==> config.mk <==
export PLATFORM = sky130hd
export DESIGN_NAME = tcm_dec
export DESIGN_NICKNAME = d
export VERILOG_FILES = /design/src/rtl/tcm_pkg.sv /design/src/rtl/tcm_acs.sv /design/src/rtl/tcm_dec.sv
export SDC_FILE = /design/constraint.sdc
export NUM_CORES = 1
export LEC_CHECK = 0
export BUFFER_PORTS_ARGS = -buffer_cell sky130_fd_sc_hd__buf_2
export CAP_MARGIN = 20
export CORE_AREA = 2 2 192 147
export CTS_CLUSTER_SIZE = 8
export DETAILED_ROUTE_END_ITERATION = 10
export DIE_AREA = 0 0 194 149
export GPL_TIMING_DRIVEN = 1
export PLACE_DENSITY_LB_ADDON = 0.25
export SYNTH_ARGS = -nofsm -noshare
export SYNTH_HDL_FRONTEND = slang
export SYNTH_SLANG_ARGS = --single-unit
==> constraint.sdc <==
create_clock -name clk -period 5 [get_ports clk]
set_clock_uncertainty 0.15 [all_clocks]
set_input_delay 1 -clock clk [delete_from_list [all_inputs] [get_ports clk]]
set_output_delay 1 -clock clk [all_outputs]
set_load 0.02 [all_outputs]
==> src/rtl/tcm_pkg.sv <==
`default_nettype none
// ============================================================================
// Module   : tcm_pkg
// Purpose  : Trellis definition shared by the rate-2/3 4-state TCM codec.
// Revision : 1.0
// ============================================================================
package tcm_pkg;

    localparam int NUM_STATES = 4;

    // State s = {s1,s0} = {v(n-1), v(n-2)}
    function automatic logic [1:0] next_state(input logic [1:0] s, input logic v);
        return {v, s[1]};
    endfunction

    // Returns {y1,y0}
    function automatic logic [1:0] exp_code(input logic [1:0] s, input logic v);
        return {v ^ s[0], s[1]};
    endfunction

    function automatic logic [1:0] hamming2(input logic [1:0] a, input logic [1:0] b);
        logic [1:0] d;
        d = a ^ b;
        return {1'b0, d[0]} + {1'b0, d[1]};
    endfunction

endpackage
`default_nettype wire

==> src/rtl/tcm_acs.sv <==
`default_nettype none
// ============================================================================
// Module   : tcm_acs
// Purpose  : Add-compare-select and survivor update for one trellis state.
// Revision : 1.0
// ============================================================================
module tcm_acs #(
    parameter int TB_LEN = 16,
    parameter int PM_W   = 6
) (
    input  logic              v,
    input  logic [PM_W-1:0]   pm_a,
    input  logic [PM_W-1:0]   pm_b,
    input  logic [1:0]        bm_a,
    input  logic [1:0]        bm_b,
    input  logic [TB_LEN-2:0] surv_a,
    input  logic [TB_LEN-2:0] surv_b,
    output logic [PM_W-1:0]   pm_new,
    output logic              dec,
    output logic [TB_LEN-1:0] surv_new
);

    logic [PM_W-1:0] cand_a;
    logic [PM_W-1:0] cand_b;

    assign cand_a = pm_a + PM_W'(bm_a);
    assign cand_b = pm_b + PM_W'(bm_b);

    // Strict compare: on a tie the s0=0 predecessor (a) survives
    assign dec      = (cand_b < cand_a);
    assign pm_new   = dec ? cand_b : cand_a;
    assign surv_new = {(dec ? surv_b : surv_a), v};

endmodule
`default_nettype wire

==> src/rtl/tcm_dec.sv <==
`default_nettype none
// ============================================================================
// Module   : tcm_dec
// Purpose  : Hard-decision register-exchange Viterbi decoder, 4-state TCM.
// Revision : 1.0
// ============================================================================
module tcm_dec
    import tcm_pkg::*;
#(
    parameter int TB_LEN = 16,
    parameter int PM_W   = 6
) (
    input  logic       clk,
    input  logic       reset,
    input  logic       in_valid,
    input  logic [2:0] y,
    output logic       out_valid,
    output logic [1:0] x_out
);

    localparam int              FILL_W   = $clog2(TB_LEN + 1);
    localparam logic [FILL_W-1:0] FILL_MAX = FILL_W'(TB_LEN);
    localparam logic [PM_W-1:0] PM_HALF  = {1'b1, {(PM_W-1){1'b0}}};
    localparam logic [PM_W-1:0] PM_QUART = {2'b01, {(PM_W-2){1'b0}}};

    logic [PM_W-1:0]       pm       [NUM_STATES];
    logic [TB_LEN-1:0]     surv     [NUM_STATES];
    logic [PM_W-1:0]       pm_acs   [NUM_STATES];
    logic [TB_LEN-1:0]     surv_acs [NUM_STATES];
    logic [NUM_STATES-1:0] dec_unused;
    logic [TB_LEN-1:0]     udl;
    logic [FILL_W-1:0]     fill;
    logic                  norm;
    logic [1:0]            best;

    for (genvar n = 0; n < NUM_STATES; n++) begin : g_acs
        localparam logic [1:0] NS = 2'(n);
        localparam logic [1:0] PA = {NS[0], 1'b0};
        localparam logic [1:0] PB = {NS[0], 1'b1};

        tcm_acs #(
            .TB_LEN (TB_LEN),
            .PM_W   (PM_W)
        ) u_acs (
            .v        (NS[1]),
            .pm_a     (pm[PA]),
            .pm_b     (pm[PB]),
            .bm_a     (hamming2(y[1:0], exp_code(PA, NS[1]))),
            .bm_b     (hamming2(y[1:0], exp_code(PB, NS[1]))),
            .surv_a   (surv[PA][TB_LEN-2:0]),
            .surv_b   (surv[PB][TB_LEN-2:0]),
            .pm_new   (pm_acs[n]),
            .dec      (dec_unused[n]),
            .surv_new (surv_acs[n])
        );
    end

    // Min metric stays below PM_HALF and every state is reachable in two
    // steps, so stored values never exceed PM_HALF+PM_QUART+4: no wrap.
    always_comb begin
        norm = 1'b1;
        for (int i = 0; i < NUM_STATES; i++) begin
            if (pm_acs[i] < PM_HALF) norm = 1'b0;
        end
    end

    always_comb begin
        best = 2'd0;
        for (int i = 1; i < NUM_STATES; i++) begin
            if (pm[i] < pm[best]) best = 2'(i);
        end
    end

    always_ff @(posedge clk or posedge reset) begin
        if (reset) begin
            for (int i = 0; i < NUM_STATES; i++) begin
                pm[i]   <= (i == 0) ? '0 : PM_QUART;
                surv[i] <= '0;
            end
            udl       <= '0;
            fill      <= '0;
            out_valid <= 1'b0;
            x_out     <= 2'b00;
        end else begin
            out_valid <= 1'b0;
            if (in_valid) begin
                for (int i = 0; i < NUM_STATES; i++) begin
                    pm[i]   <= norm ? (pm_acs[i] - PM_HALF) : pm_acs[i];
                    surv[i] <= surv_acs[i];
                end
                udl <= {udl[TB_LEN-2:0], y[2]};
                if (fill == FILL_MAX) begin
                    out_valid <= 1'b1;
                    x_out     <= {udl[TB_LEN-1], surv[best][TB_LEN-1]};
                end else begin
                    fill <= fill + 1'b1;
                end
            end
        end
    end

endmodule
`default_nettype wire
Word-level counts from Yosys, hierarchy flattened
Index checks and enable logic that the tools add are counted.
Word-level totals
  flip-flop bits (word level): 110
  output and inout port bits: 3
Operators by class
  add/sub/neg operators: 17
  $lt $le $gt $ge: 14
  eq/ne operators: 1
  muxes and demuxes: 30
  bitwise logic cells: 7
  reductions and logical operators: 2
Operator list (number)
  $mux 6: 12
  $mux 15: 4
  $add 6x2->6: 8
  $lt 6x6->1: 7
  $bmux 16 s2: 1
  $mux 16: 2
  $bmux 6 s2: 2
  $lt 6x6->1 const B: 4
  $sub 6x6->6 const B: 4
  $ge 3x3->1 const B: 3
  $add 1x1->2: 4
  $mux 1: 7
  $not 2->3: 2
  $add 5x1->5 const B: 1
  $eq 5x5->1 const B: 1
  $mux 2: 2
  $reduce_and 2->1: 2
  $not 1->1: 3
  $not 1->3: 1
  $not 2->2: 1

Logic depth before layout (Yosys ltp)
Gate-level depths: netlist of the first run.
  word-level depth: 18
  gate-level depth with buffers: 23
  depth with buffers taken out: 20

Modules after synthesis
Synthesis of the first run repeated with hierarchy kept, for this count alone.
Second synthesis, totals
  cells, all modules: 627
  area, all modules: 7543.5 um2
By module, submodules not included
  tcm_dec: times used 1, cells each 354, area each 4850.9 um2, seq. area each 2806.4 um2
  tcm_acs (g_acs[0].u_acs ...): times used 3, cells each 68, area each 673.1 um2, seq. area each 0.0 um2
  tcm_acs (g_acs[3].u_acs): times used 1, cells each 69, area each 673.1 um2, seq. area each 0.0 um2

Least setup slack after synthesis of the first run
OpenSTA, ideal clock, no wires.
  kind: reg-to-reg
  start: reg pm[21] (netlist bit)
  end: reg x_out[0]
  arrival: 4.168 ns
  path slack: 0.602 ns
  stages on the path, launching flop included: 22
  path through: dfrtp_1 -> inv_2 -> ha_1 -> a211oi_1 -> o21bai_1 -> o21bai_1 -> clkbuf_1 -> mux2i_1 -> ha_1 -> o21ai_0 -> o21ai_0 -> nor3_1 -> a211oi_1 -> clkbuf_1 -> o21ai_0 -> ha_1 -> a21oi_1 -> o21ai_0 -> nor3_1 -> nand3_1 -> o21ai_0 -> mux2i_1
On the way
  cells in the longest elaborated chain, start to end: 18
RTL lines
  from (decl): line tcm_dec.sv:26  | logic [PM_W-1:0] pm [NUM_STATES];
  from (signal, indexed assignment): line tcm_dec.sv:77  | pm[i] <= (i == 0) ? '0 : PM_QUART;
  from (signal, indexed assignment): line tcm_dec.sv:88  | pm[i] <= norm ? (pm_acs[i] - PM_HALF) : pm_acs[i];
  $lt 6x6->1: line tcm_dec.sv:70  | if (pm[i] < pm[best]) best = 2'(i);
  $mux 1: line tcm_dec.sv:70
  $not 1->3 (not written as such): line tcm_dec.sv:70
  $bmux 6 s2: line tcm_dec.sv:70
  $mux 6 (not written as such) (2 in a row): line tcm_dec.sv:70
  $lt 6x6->1: line tcm_dec.sv:70
  $mux 2: line tcm_dec.sv:70
  $not 2->3 (not written as such): line tcm_dec.sv:70
  $bmux 6 s2: line tcm_dec.sv:70
  $mux 6 (not written as such) (2 in a row): line tcm_dec.sv:70
  $lt 6x6->1: line tcm_dec.sv:70
  $mux 2 (*): line tcm_dec.sv:70
  $not 2->3 (not written as such) (*): line tcm_dec.sv:94  | x_out <= {udl[TB_LEN-1], surv[best][TB_LEN-1]};
  $bmux 16 s2 (*): line tcm_dec.sv:94
  $mux 16 (not written as such) (*) (2 in a row): line tcm_dec.sv:94
  to (signal assigned): line tcm_dec.sv:94
  to (decl): line tcm_dec.sv:18  | output logic [1:0] x_out
Every way passes the cells marked *; elsewhere a longest branch is shown, timed or not. The select of a mux whose other input is x is not followed.
A chain may end at the register's enable or synchronous reset.

Final worst setup path of the first run
Same ends and word-level chain as after synthesis.

==> results.sh, run 1 <==
export IMPL_status="finished clean"
export IMPL_drive_above_1_share_pct=11.7
export IMPL_clockBufferDepth=2
export IMPL_start_util_pct=24.3
export IMPL_worst_path_stages=21
export IMPL_path_delay_family="compound AO/OA/AOI/OAI gates"
export IMPL_maxCapViolCount=0
export IMPL_yosysTopAreaCell="dfrtp_1"
export IMPL_synth_xor_area_share_pct=4.74
export IMPL_rr_startpoint="pm[21]$_DFFE_PP0P_"
export IMPL_required_ns=5.13
export IMPL_gr_total_overflow=0
export IMPL_crit_fanout=11
export IMPL_path_cells="inv_2, ha_1, a211oi_1, o21bai_1, o21bai_1, mux2i_1, ha_1, a211oi_1, nor2_1, nor3_1, a211oi_1, buf_4, nand2_1, o21ai_0, ha_1, a21oi_1, o21ai_0, nor3_1, nand3_1, o21ai_0, mux2i_1"
export IMPL_post_dp_cell_area_um2=7160
export IMPL_cts_root_buf="clkbuf_16"
export IMPL_io_buffers=8
export IMPL_final_area_um2=7480
export IMPL_ys_async_sr_fraction_pct=100
export IMPL_synth_compound_area_share_pct=12.9
export IMPL_dieWidth_um=194
export IMPL_ys_flop_type="dfrtp_1"
export IMPL_vias=4591
export IMPL_ys_seq_elements=107
export IMPL_clk_latency_ns=0.35
export IMPL_synth_top_family_by_area="multiplexers"
export IMPL_avgSynthCellArea_um2=9.98
export IMPL_wl_um=15300
export IMPL_r2r_cells=21
export IMPL_drt_wirelength_per_cell_um=14.9
export IMPL_antenna_found_initial=0
export IMPL_grt_pass1_wl_um=25500
export IMPL_worst_pin_slew_ns=0.942
export IMPL_synth_cells=666
export IMPL_fin_nets=739
export IMPL_worst_setup_path_end_kind="flop"
export IMPL_ant_nets=0
export IMPL_hold_depth=1
export IMPL_drtIter0Drc=265
export IMPL_dp_hpwl_um=10600
export IMPL_diodes=0
export IMPL_ys_warn_count=0
export IMPL_post_synth_top_area_fraction_pct=39.1
export IMPL_syn_nets=737
export IMPL_hold_class="reg2reg"
export IMPL_cts_sinks=107
export IMPL_setup_violations=0
export IMPL_drc_errors=0
export IMPL_rows=53
export IMPL_slowest_stage="dfrtp_1"
export IMPL_via_per_inst=4.46
export IMPL_cts_buffers=9
export IMPL_path_buf_inv=2
export IMPL_r2r_setup_slack_ns=0.38
export IMPL_htreeDepth=3
export IMPL_synth_fa_ha_area_share_pct=13.1
export IMPL_rr_endpoint="x_out[0]$_DFFE_PP0P_"
export IMPL_rsz0062_at_grt="no"
export IMPL_seq_area_frac_synth_pct=40.3
export IMPL_ys_types=44
export IMPL_place_gp_congestion=0.782
export IMPL_core_area_um2=27300
export IMPL_synth_most_common_cell="dfrtp_1"
export IMPL_synth_common_cells="104 x dfrtp_1, 86 x nor2_1, 77 x a21oi_1, 69 x mux2i_1, 57 x ha_1"
export IMPL_yosys_area_share_simple_pct=10.6
export IMPL_critPathMaxStageDelay_ns=0.39
export IMPL_grt_pass1_vias=4601
export IMPL_crit_end="x_out[0]$_DFFE_PP0P_"
export IMPL_clk_pin_slew_ns=0.08
export IMPL_relSlewSlack_pct=37.2
export IMPL_clock_fmax_mhz=216
export IMPL_hold_viol_final=0
export IMPL_synthMuxAreaShare_pct=14.2
export IMPL_cp_start_kind="flop"
export IMPL_min_period_ns=4.62
export IMPL_die_h_um=149
export IMPL_die_area_um2=28900
export IMPL_first_pass_iters=4
export IMPL_area_growth_syn_to_layout_pct=12.5
export IMPL_grt_usage_pct=11.2
export IMPL_path_class="reg2reg"
export IMPL_netlist_area_um2=6650
export IMPL_setup_tns_final_ns=0
export IMPL_drv_slew=0
export IMPL_io_pins=9
export IMPL_grt_max_degree=169
export IMPL_finalCritPeriodShare_pct=92.5
export IMPL_yosys_top_cells_area="dfrtp_1 39%, ha_1 11%, mux2i_1 10%, a21oi_1 5.8%, nor2_1 4.9%"
export IMPL_arrival_ns=4.75
export IMPL_startpoint="pm[21]$_DFFE_PP0P_"
export IMPL_tritoncts="built"
export IMPL_synth_edf_count=0
routing by layer:
layer / track usage (%) / share of wire [%]
met1: 17.0 / 56
met2: 16.0 / 41
met3: 2.37 / 2.5
met4: 2.73 / 0.80
met5: 0 / 0
worst min-delay path by stage:
| stage | start | slack, ns | endpoint |
|---|---|---|---|
| after CTS | fill[4]$_DFFE_PP0P_ | 0.32 | fill[4]$_DFFE_PP0P_ |
| after global placement | surv[0]$_DFFE_PP0P_ | 0.30 | surv[0]$_DFFE_PP0P_ |
| after detailed placement | surv[0]$_DFFE_PP0P_ | 0.30 | surv[0]$_DFFE_PP0P_ |
| after global routing | fill[4]$_DFFE_PP0P_ | 0.34 | fill[4]$_DFFE_PP0P_ |
| after floorplan | surv[0]$_DFFE_PP0P_ | 0.29 | surv[0]$_DFFE_PP0P_ |
| final | fill[4]$_DFFE_PP0P_ | 0.32 | fill[4]$_DFFE_PP0P_ |
per-stage QoR:
stage	hold slack (ns)	utilization (%)	setup WS, ns	cells
6_report	0.316	27.4	0.377	1030
5_1_grt	0.342	27.4	0.00529	1030
4_1_cts	0.322	27.3	0.304	1029
3_5_place_dp	0.301	26.2	0.250	1013
3_3_place_gp	0.301	26.2	0.214	1013
2_1_floorplan	0.287	-	0.602	666
cells in the final DEF, fill, tap and decap left out, types with 2 or more instances in the layout:
master,synthesis,final
dfrtp_1,104,104
nor2_1,86,86
a21oi_1,77,77
mux2i_1,69,69
ha_1,57,57
nand2_1,30,30
xnor2_1,27,27
o21ai_0,28,27
inv_1,25,24
mux2_2,21,21
buf_4,1,20
nand3_1,14,14
a21o_1,9,9
xor2_1,9,9
clkbuf_16,0,9
a211oi_1,8,8
fa_1,8,8
nand2b_1,7,7
o211ai_1,7,7
buf_2,7,7
nand4_1,5,5
o31ai_4,0,4
o2bb2ai_1,4,4
nor3_1,4,4
inv_2,3,3
dfstp_2,3,3
o21bai_1,2,2
nand4b_1,2,2
and4_1,2,2
a221oi_1,2,2
inv_8,0,2
sequential cells by signal (all words and copies together) (netlist names):
name and cells:
out_valid 1, surv 59, fill 5, pm 24, udl 16, x_out 2
cell families (layout without fill, tap and decap cells):
kind of cell,Yosys count,in the layout
AO/OA/AOI/OAI,145,145
XOR/XNOR,36,36
adder cells (fa/ha/maj),65,65
buffers and inverters,65,72
flip-flops,107,107
multiplexers,91,91
AND/OR/NAND/NOR,157,157
repair_timing:
| item | CTS | global route |
|---|---|---|
| setup buffers | 0 | 1 |
| endpoints found under the setup margin | 0 | 1 |
| hold buffers | 0 | 0 |
| gates resized for setup | 0 | 1 |
final cells by class:
type / count / area, µm²
Fill cell: 2898 / 19800
Multi-Input combinational cell: 494 / 3730
Clock buffer: 11 / 243
Tap cell: 357 / 447
Inverter: 28 / 108
Sequential cell: 107 / 2680
Timing Repair Buffer: 28 / 205
Clock inverter: 5 / 66.3
Power of run 1 is left out: the tool's default activity adds up to more than one toggle a clock period on the data nets, which glitch-free logic cannot reach.
==> run 2, diff against run 1 <==
--- a/config.mk
+++ b/config.mk
@@ -13,6 +13,7 @@
 export DIE_AREA = 0 0 194 149
 export GPL_TIMING_DRIVEN = 1
 export PLACE_DENSITY_LB_ADDON = 0.25
+export RECOVER_POWER = 50
 export SYNTH_ARGS = -nofsm -noshare
 export SYNTH_HDL_FRONTEND = slang
 export SYNTH_SLANG_ARGS = --single-unit
==> run 2 against run 1 <==
The flow now finishes with violations (capacitance limit, slew limit). Flip-flop and latch count unchanged. Wire length about the same. Via count about the same. Critical endpoint unchanged.
==> results.sh, run 2 (synthesis gave the netlist of run 1 again) <==
export IMPL_io_buffers=8
export IMPL_drtIter0Drc=264
export IMPL_place_gp_congestion=0.782
export IMPL_violations="capacitance limit, slew limit"
export IMPL_path_cells="inv_2, ha_1, a211oi_1, o21bai_1, o21bai_1, mux2i_1, ha_1, a211oi_1, nor2_1, nor3_1, a211oi_1, buf_4, nand2_1, o21ai_0, ha_1, a21oi_1, o21ai_0, nor3_1, nand3_1, o21ai_0, mux2i_1"
export IMPL_via_per_inst=4.46
export IMPL_cts_sinks=107
export IMPL_crit_fanout=11
export IMPL_clk_pin_slew_ns=0.08
export IMPL_dp_cells=1013
export IMPL_path_class="reg2reg"
export IMPL_start_util_pct=24.3
export IMPL_gr_total_overflow=0
export IMPL_rsz0062_at_grt="no"
export IMPL_startpoint="pm[21]$_DFFE_PP0P_"
export IMPL_path_buf_inv=2
export IMPL_fin_ws_ns=0.381
export IMPL_critPathMaxStageDelay_ns=0.39
export IMPL_grt_max_degree=169
export IMPL_grt_pass1_wl_um=25500
export IMPL_fin_nets=739
export IMPL_path_delay_family="compound AO/OA/AOI/OAI gates"
export IMPL_tritoncts="built"
export IMPL_slowest_stage="dfrtp_1"
export IMPL_finalCritPeriodShare_pct=92.4
export IMPL_diodes=0
export IMPL_setup_violations=0
export IMPL_setup_tns_final_ns=0
export IMPL_arrival_ns=4.75
export IMPL_largest_reg_flops=59
export IMPL_rr_endpoint="x_out[0]$_DFFE_PP0P_"
export IMPL_cts_buffers=9
export IMPL_largest_register="surv"
export IMPL_dieWidth_um=194
export IMPL_largestRegisters="surv x59, pm x24, udl x16"
export IMPL_final_area_um2=7470
export IMPL_layout_commonest_cell="dfrtp_1"
export IMPL_crit_end="x_out[0]$_DFFE_PP0P_"
export IMPL_cts_root_buf="clkbuf_16"
export IMPL_layout_cells_non_filler=1030
export IMPL_drive_above_1_share_pct=11.3
export IMPL_status="complete, but fails checks"
export IMPL_vias=4590
export IMPL_clk_latency_ns=0.35
export IMPL_drv_slew=75
export IMPL_post_dp_cell_area_um2=7160
export IMPL_dp_slack_ns=0.250
export IMPL_dp_hpwl_um=10600
export IMPL_rows=53
export IMPL_rr_startpoint="pm[21]$_DFFE_PP0P_"
export IMPL_ant_nets=0
export IMPL_drc_errors=0
export IMPL_layout_common_cells="104 x dfrtp_1, 86 x nor2_1, 77 x a21oi_1"
export IMPL_io_pins=9
export IMPL_drt_wirelength_per_cell_um=14.9
export IMPL_clock_fmax_mhz=216
export IMPL_maxCapViolCount=1
export IMPL_hold_class="reg2reg"
export IMPL_htreeDepth=3
export IMPL_required_ns=5.13
export IMPL_worst_path_stages=21
export IMPL_clockBufferDepth=2
export IMPL_antenna_found_initial=0
export IMPL_grt_usage_pct=11.2
export IMPL_grt_pass1_vias=4601
export IMPL_worst_pin_slew_ns=2.85
export IMPL_min_period_ns=4.62
export IMPL_wl_um=15300
export IMPL_hold_viol_final=0
export IMPL_relSlewSlack_pct=-89.7
export IMPL_r2r_cells=21
export IMPL_cp_start_kind="flop"
export IMPL_area_growth_syn_to_layout_pct=12.3
export IMPL_die_area_um2=28900
export IMPL_r2r_setup_slack_ns=0.38
export IMPL_core_area_um2=27300
export IMPL_first_pass_iters=4
export IMPL_worst_setup_path_end_kind="flop"
export IMPL_die_h_um=149
[run 2: cell types whose count changed in the layout (fill, tap and decap cells not counted)]
cell,delta
buf_4,-2
clkbuf_1,+2
inv_1,+1
inv_4,-1
[run 2: stage by stage]
stage / util [%] / hold slack [ns]
3_3_place_gp: 26.2 / 0.301
5_1_grt: 27.3 / 0.342
3_5_place_dp: 26.2 / 0.301
2_1_floorplan: - / 0.287
4_1_cts: 27.3 / 0.322
6_report: 27.3 / 0.316
[run 2: cell type report]
cell class | count | area [µm²]
timing repair buffer | 28 | 198
multi-input combinational | 494 | 3730
tap | 357 | 447
inverter | 28 | 105
fill | 2902 | 19900
sequential | 107 | 2680
clock inverter | 5 | 66.3
clock buffer | 11 | 243
[run 2: metal layers]
layer | up-vias | wire [µm] | track usage (%)
met2 | 40 | 6230 | 16.0
met1 | 2200 | 8600 | 17.0
li1 | 2342 | - | -
met5 | - | 0 | 0
met4 | 0 | 123 | 2.73
met3 | 8 | 361 | 2.37
[run 2: timing repair]
action                                 4_1_cts  5_1_grt
endpoints found under the hold margin        0        0
setup endpoints to repair                    0        1
setup buffers                                0        1
hold buffers                                 0        0
resized for setup                            0        1
[run 2: worst register-to-register path: stages, from the launching register on]
cell and delay, ns:
dfrtp_1 0.39, inv_2 0.13, ha_1 0.26, a211oi_1 0.21, o21bai_1 0.14, o21bai_1 0.29
mux2i_1 0.28, ha_1 0.29, a211oi_1 0.26, nor2_1 0.10, nor3_1 0.27, a211oi_1 0.10
buf_4 0.19, nand2_1 0.07, o21ai_0 0.09, ha_1 0.30, a21oi_1 0.15, o21ai_0 0.13
nor3_1 0.16, nand3_1 0.10, o21ai_0 0.26, mux2i_1 0.22
[run 2: worst min path at each step]
stage	end	depth (start not counted)	slack, ns	from
2_1_floorplan	surv[0]$_DFFE_PP0P_	1	0.29	surv[0]$_DFFE_PP0P_
3_3_place_gp	surv[0]$_DFFE_PP0P_	1	0.30	surv[0]$_DFFE_PP0P_
3_5_place_dp	surv[0]$_DFFE_PP0P_	1	0.30	surv[0]$_DFFE_PP0P_
4_1_cts	fill[4]$_DFFE_PP0P_	1	0.32	fill[4]$_DFFE_PP0P_
5_1_grt	fill[4]$_DFFE_PP0P_	1	0.34	fill[4]$_DFFE_PP0P_
6_report	fill[4]$_DFFE_PP0P_	1	0.32	fill[4]$_DFFE_PP0P_
Power of run 2 is left out for the same reason.
==> run 3, diff against run 2 <==
--- a/config.mk
+++ b/config.mk
@@ -8,10 +8,11 @@
 export BUFFER_PORTS_ARGS = -buffer_cell sky130_fd_sc_hd__buf_2
 export CAP_MARGIN = 20
 export CORE_AREA = 2 2 192 147
+export CTS_BUF_LIST = sky130_fd_sc_hd__clkbuf_4 sky130_fd_sc_hd__clkbuf_8 sky130_fd_sc_hd__clkbuf_16
 export CTS_CLUSTER_SIZE = 8
 export DETAILED_ROUTE_END_ITERATION = 10
 export DIE_AREA = 0 0 194 149
-export GPL_TIMING_DRIVEN = 1
+export GPL_TIMING_DRIVEN = 0
 export PLACE_DENSITY_LB_ADDON = 0.25
 export RECOVER_POWER = 50
 export SYNTH_ARGS = -nofsm -noshare
==> run 3 against run 2 <==
Largest cell class unchanged. First-iteration DRC count is 50% higher. Non-clock buffer count is 17 higher. Final area up 0.49%. Count of clock-buffer cells in the layout grew 1. The flow still finishes with violations (capacitance limit, slew limit). Via count rose by 2.5%. Die area unchanged. Worst hold slack got worse by 0.00085 ns. Global-route usage rose by 1.1 points. Critical path depth is the same. Final cell count grew 1.6%. Maximum frequency decreased by 2.6%. Worst setup slack got worse by 0.12 ns.
==> results.sh, run 3 (synthesis gave the netlist of run 1 again) <==
export IMPL_critPathMaxStageDelay_ns=0.66
export IMPL_wl_um=17100
export IMPL_cp_start_kind="flop"
export IMPL_relSlewSlack_pct=-57.7
export IMPL_diodes=0
export IMPL_path_delay_family="compound AO/OA/AOI/OAI gates"
export IMPL_ctsHoldBuffers=0
export IMPL_largest_register="surv"
export IMPL_drv_slew=93
export IMPL_layout_common_cells="102 x dfrtp_1, 86 x nor2_1, 77 x a21oi_1"
export IMPL_arrival_ns=4.87
export IMPL_worst_pin_slew_ns=2.37
export IMPL_largest_reg_flops=59
export IMPL_worst_setup_path_end_kind="flop"
export IMPL_required_ns=5.13
export IMPL_violations="capacitance limit, slew limit"
export IMPL_layout_commonest_cell="dfrtp_1"
export IMPL_clockBufferDepth=2
export IMPL_die_h_um=149
export IMPL_core_area_um2=27300
export IMPL_finalCritPeriodShare_pct=94.9
export IMPL_grt_pass1_vias=4716
export IMPL_ant_nets=0
export IMPL_dp_slack_ns=-0.287
export IMPL_drt_wirelength_per_cell_um=16.3
export IMPL_crit_fanout=10
export IMPL_htreeDepth=3
export IMPL_hold_class="reg2reg"
export IMPL_dieWidth_um=194
export IMPL_seq_area_um2=2680
export IMPL_clk_pin_slew_ns=0.07
export IMPL_tritoncts="built"
export IMPL_grt_usage_pct=12.3
export IMPL_clk_latency_ns=0.35
export IMPL_fill_cells=2942
export IMPL_path_cells="ha_1, o21ai_0, o21bai_1, o21bai_1, clkbuf_4, mux2i_2, ha_1, a211oi_2, o21ai_1, nor3_1, a211oi_2, clkbuf_4, nand2_1, o21ai_1, ha_1, a21oi_1, o21ai_0, nor3_2, nand3_1, o21ai_1, mux2i_1"
export IMPL_gr_total_overflow=0
export IMPL_slowest_stage="dfstp_2"
export IMPL_cts_buffers=9
export IMPL_grt_max_degree=93
export IMPL_rsz0062_at_grt="yes"
export IMPL_place_gp_congestion=0.831
export IMPL_path_buf_inv=2
export IMPL_min_period_ns=4.74
export IMPL_die_area_um2=28900
export IMPL_fin_nets=756
export IMPL_multi_input_area_um2=3730
export IMPL_rows=53
export IMPL_path_class="reg2reg"
export IMPL_io_buffers=7
export IMPL_drive_above_1_share_pct=11.3
export IMPL_antenna_found_initial=0
export IMPL_hold_viol_final=0
export IMPL_area_growth_syn_to_layout_pct=12.9
export IMPL_vias=4706
export IMPL_via_per_inst=4.50
export IMPL_start_util_pct=24.3
export IMPL_io_pins=9
export IMPL_clock_fmax_mhz=211
export IMPL_cts_root_buf="clkbuf_16"
export IMPL_drtIter0Drc=396
export IMPL_fin_ws_ns=0.257
export IMPL_maxCapViolCount=1
export IMPL_cts_sinks=107
export IMPL_first_pass_iters=5
export IMPL_largestRegisters="surv x59, pm x24, udl x16"
export IMPL_dp_hpwl_um=12300
export IMPL_grt_pass1_wl_um=27600
export IMPL_setup_violations=0
export IMPL_drc_errors=0
export IMPL_status="complete, but fails checks"
## run 3: area by class of cell
type                       count  share of cell area (%)
clock buffer                  12                    3.47
sequential                   107                    35.8
multi-input combinational    494                    49.7
buffer                        37                    2.25
clock inverter                 3                   0.917
timing repair buffer           8                   0.534
inverter                      28                    1.42
tap                          357                    5.95
## run 3: final timing paths
check	startpoint	endpoint	slack (ns)	cells past startpoint
setup / recovery	pm[16]$_DFFE_PP1P_	x_out[0]$_DFFE_PP0P_	0.26	21
hold / removal	fill[4]$_DFFE_PP0P_	fill[4]$_DFFE_PP0P_	0.32	1
setup reg to reg	pm[16]$_DFFE_PP1P_	x_out[0]$_DFFE_PP0P_	0.26	21
hold reg to reg	fill[4]$_DFFE_PP0P_	fill[4]$_DFFE_PP0P_	0.32	1
max in group asynchronous	reset	pm[21]$_DFFE_PP0P_	1.30	3
min in group asynchronous	reset	udl[0]$_DFFE_PP0P_	0.55	2
## run 3: through the flow
step	setup TNS (ns)	area [µm²]	std cells	util, %	hold slack [ns]
4_1_cts	0	7500	1046	27.4	0.320
2_1_floorplan	0	6650	666	-	0.287
3_5_place_dp	-1.79	7160	1031	26.2	0.305
6_report	0	7500	1046	27.5	0.315
5_1_grt	-0.0598	7500	1046	27.5	0.334
3_3_place_gp	-55.78	7130	1030	26.1	0.304
## run 3: worst register-to-register path, stage by stage (launching register included)
cell      delay, ns
dfstp_2        0.66
ha_1           0.20
o21ai_0        0.09
o21bai_1       0.25
o21bai_1       0.17
clkbuf_4       0.25
mux2i_2        0.31
ha_1           0.31
a211oi_2       0.22
o21ai_1        0.15
nor3_1         0.25
a211oi_2       0.09
clkbuf_4       0.18
nand2_1        0.06
o21ai_1        0.09
ha_1           0.32
a21oi_1        0.13
o21ai_0        0.15
nor3_2         0.15
nand3_1        0.10
o21ai_1        0.17
mux2i_1        0.19
## run 3: what timing repair did
| action | in CTS | in global routing |
|---|---|---|
| setup buffers | 0 | 0 |
| gates resized for setup | 4 | 14 |
| setup endpoints to repair | 1 | 5 |
| gates cloned | 0 | 0 |
## run 3: layer usage
layer  vias to the layer above  global-route usage (%)  routed length, µm
met3                         9                    1.94                501
met5                         -                       0                  0
met4                         0                    2.95                159
li1                       2364                       -                  -
met2                        65                    17.6               6940
met1                      2268                    19.1               9470
Power of run 3 is left out for the same reason.
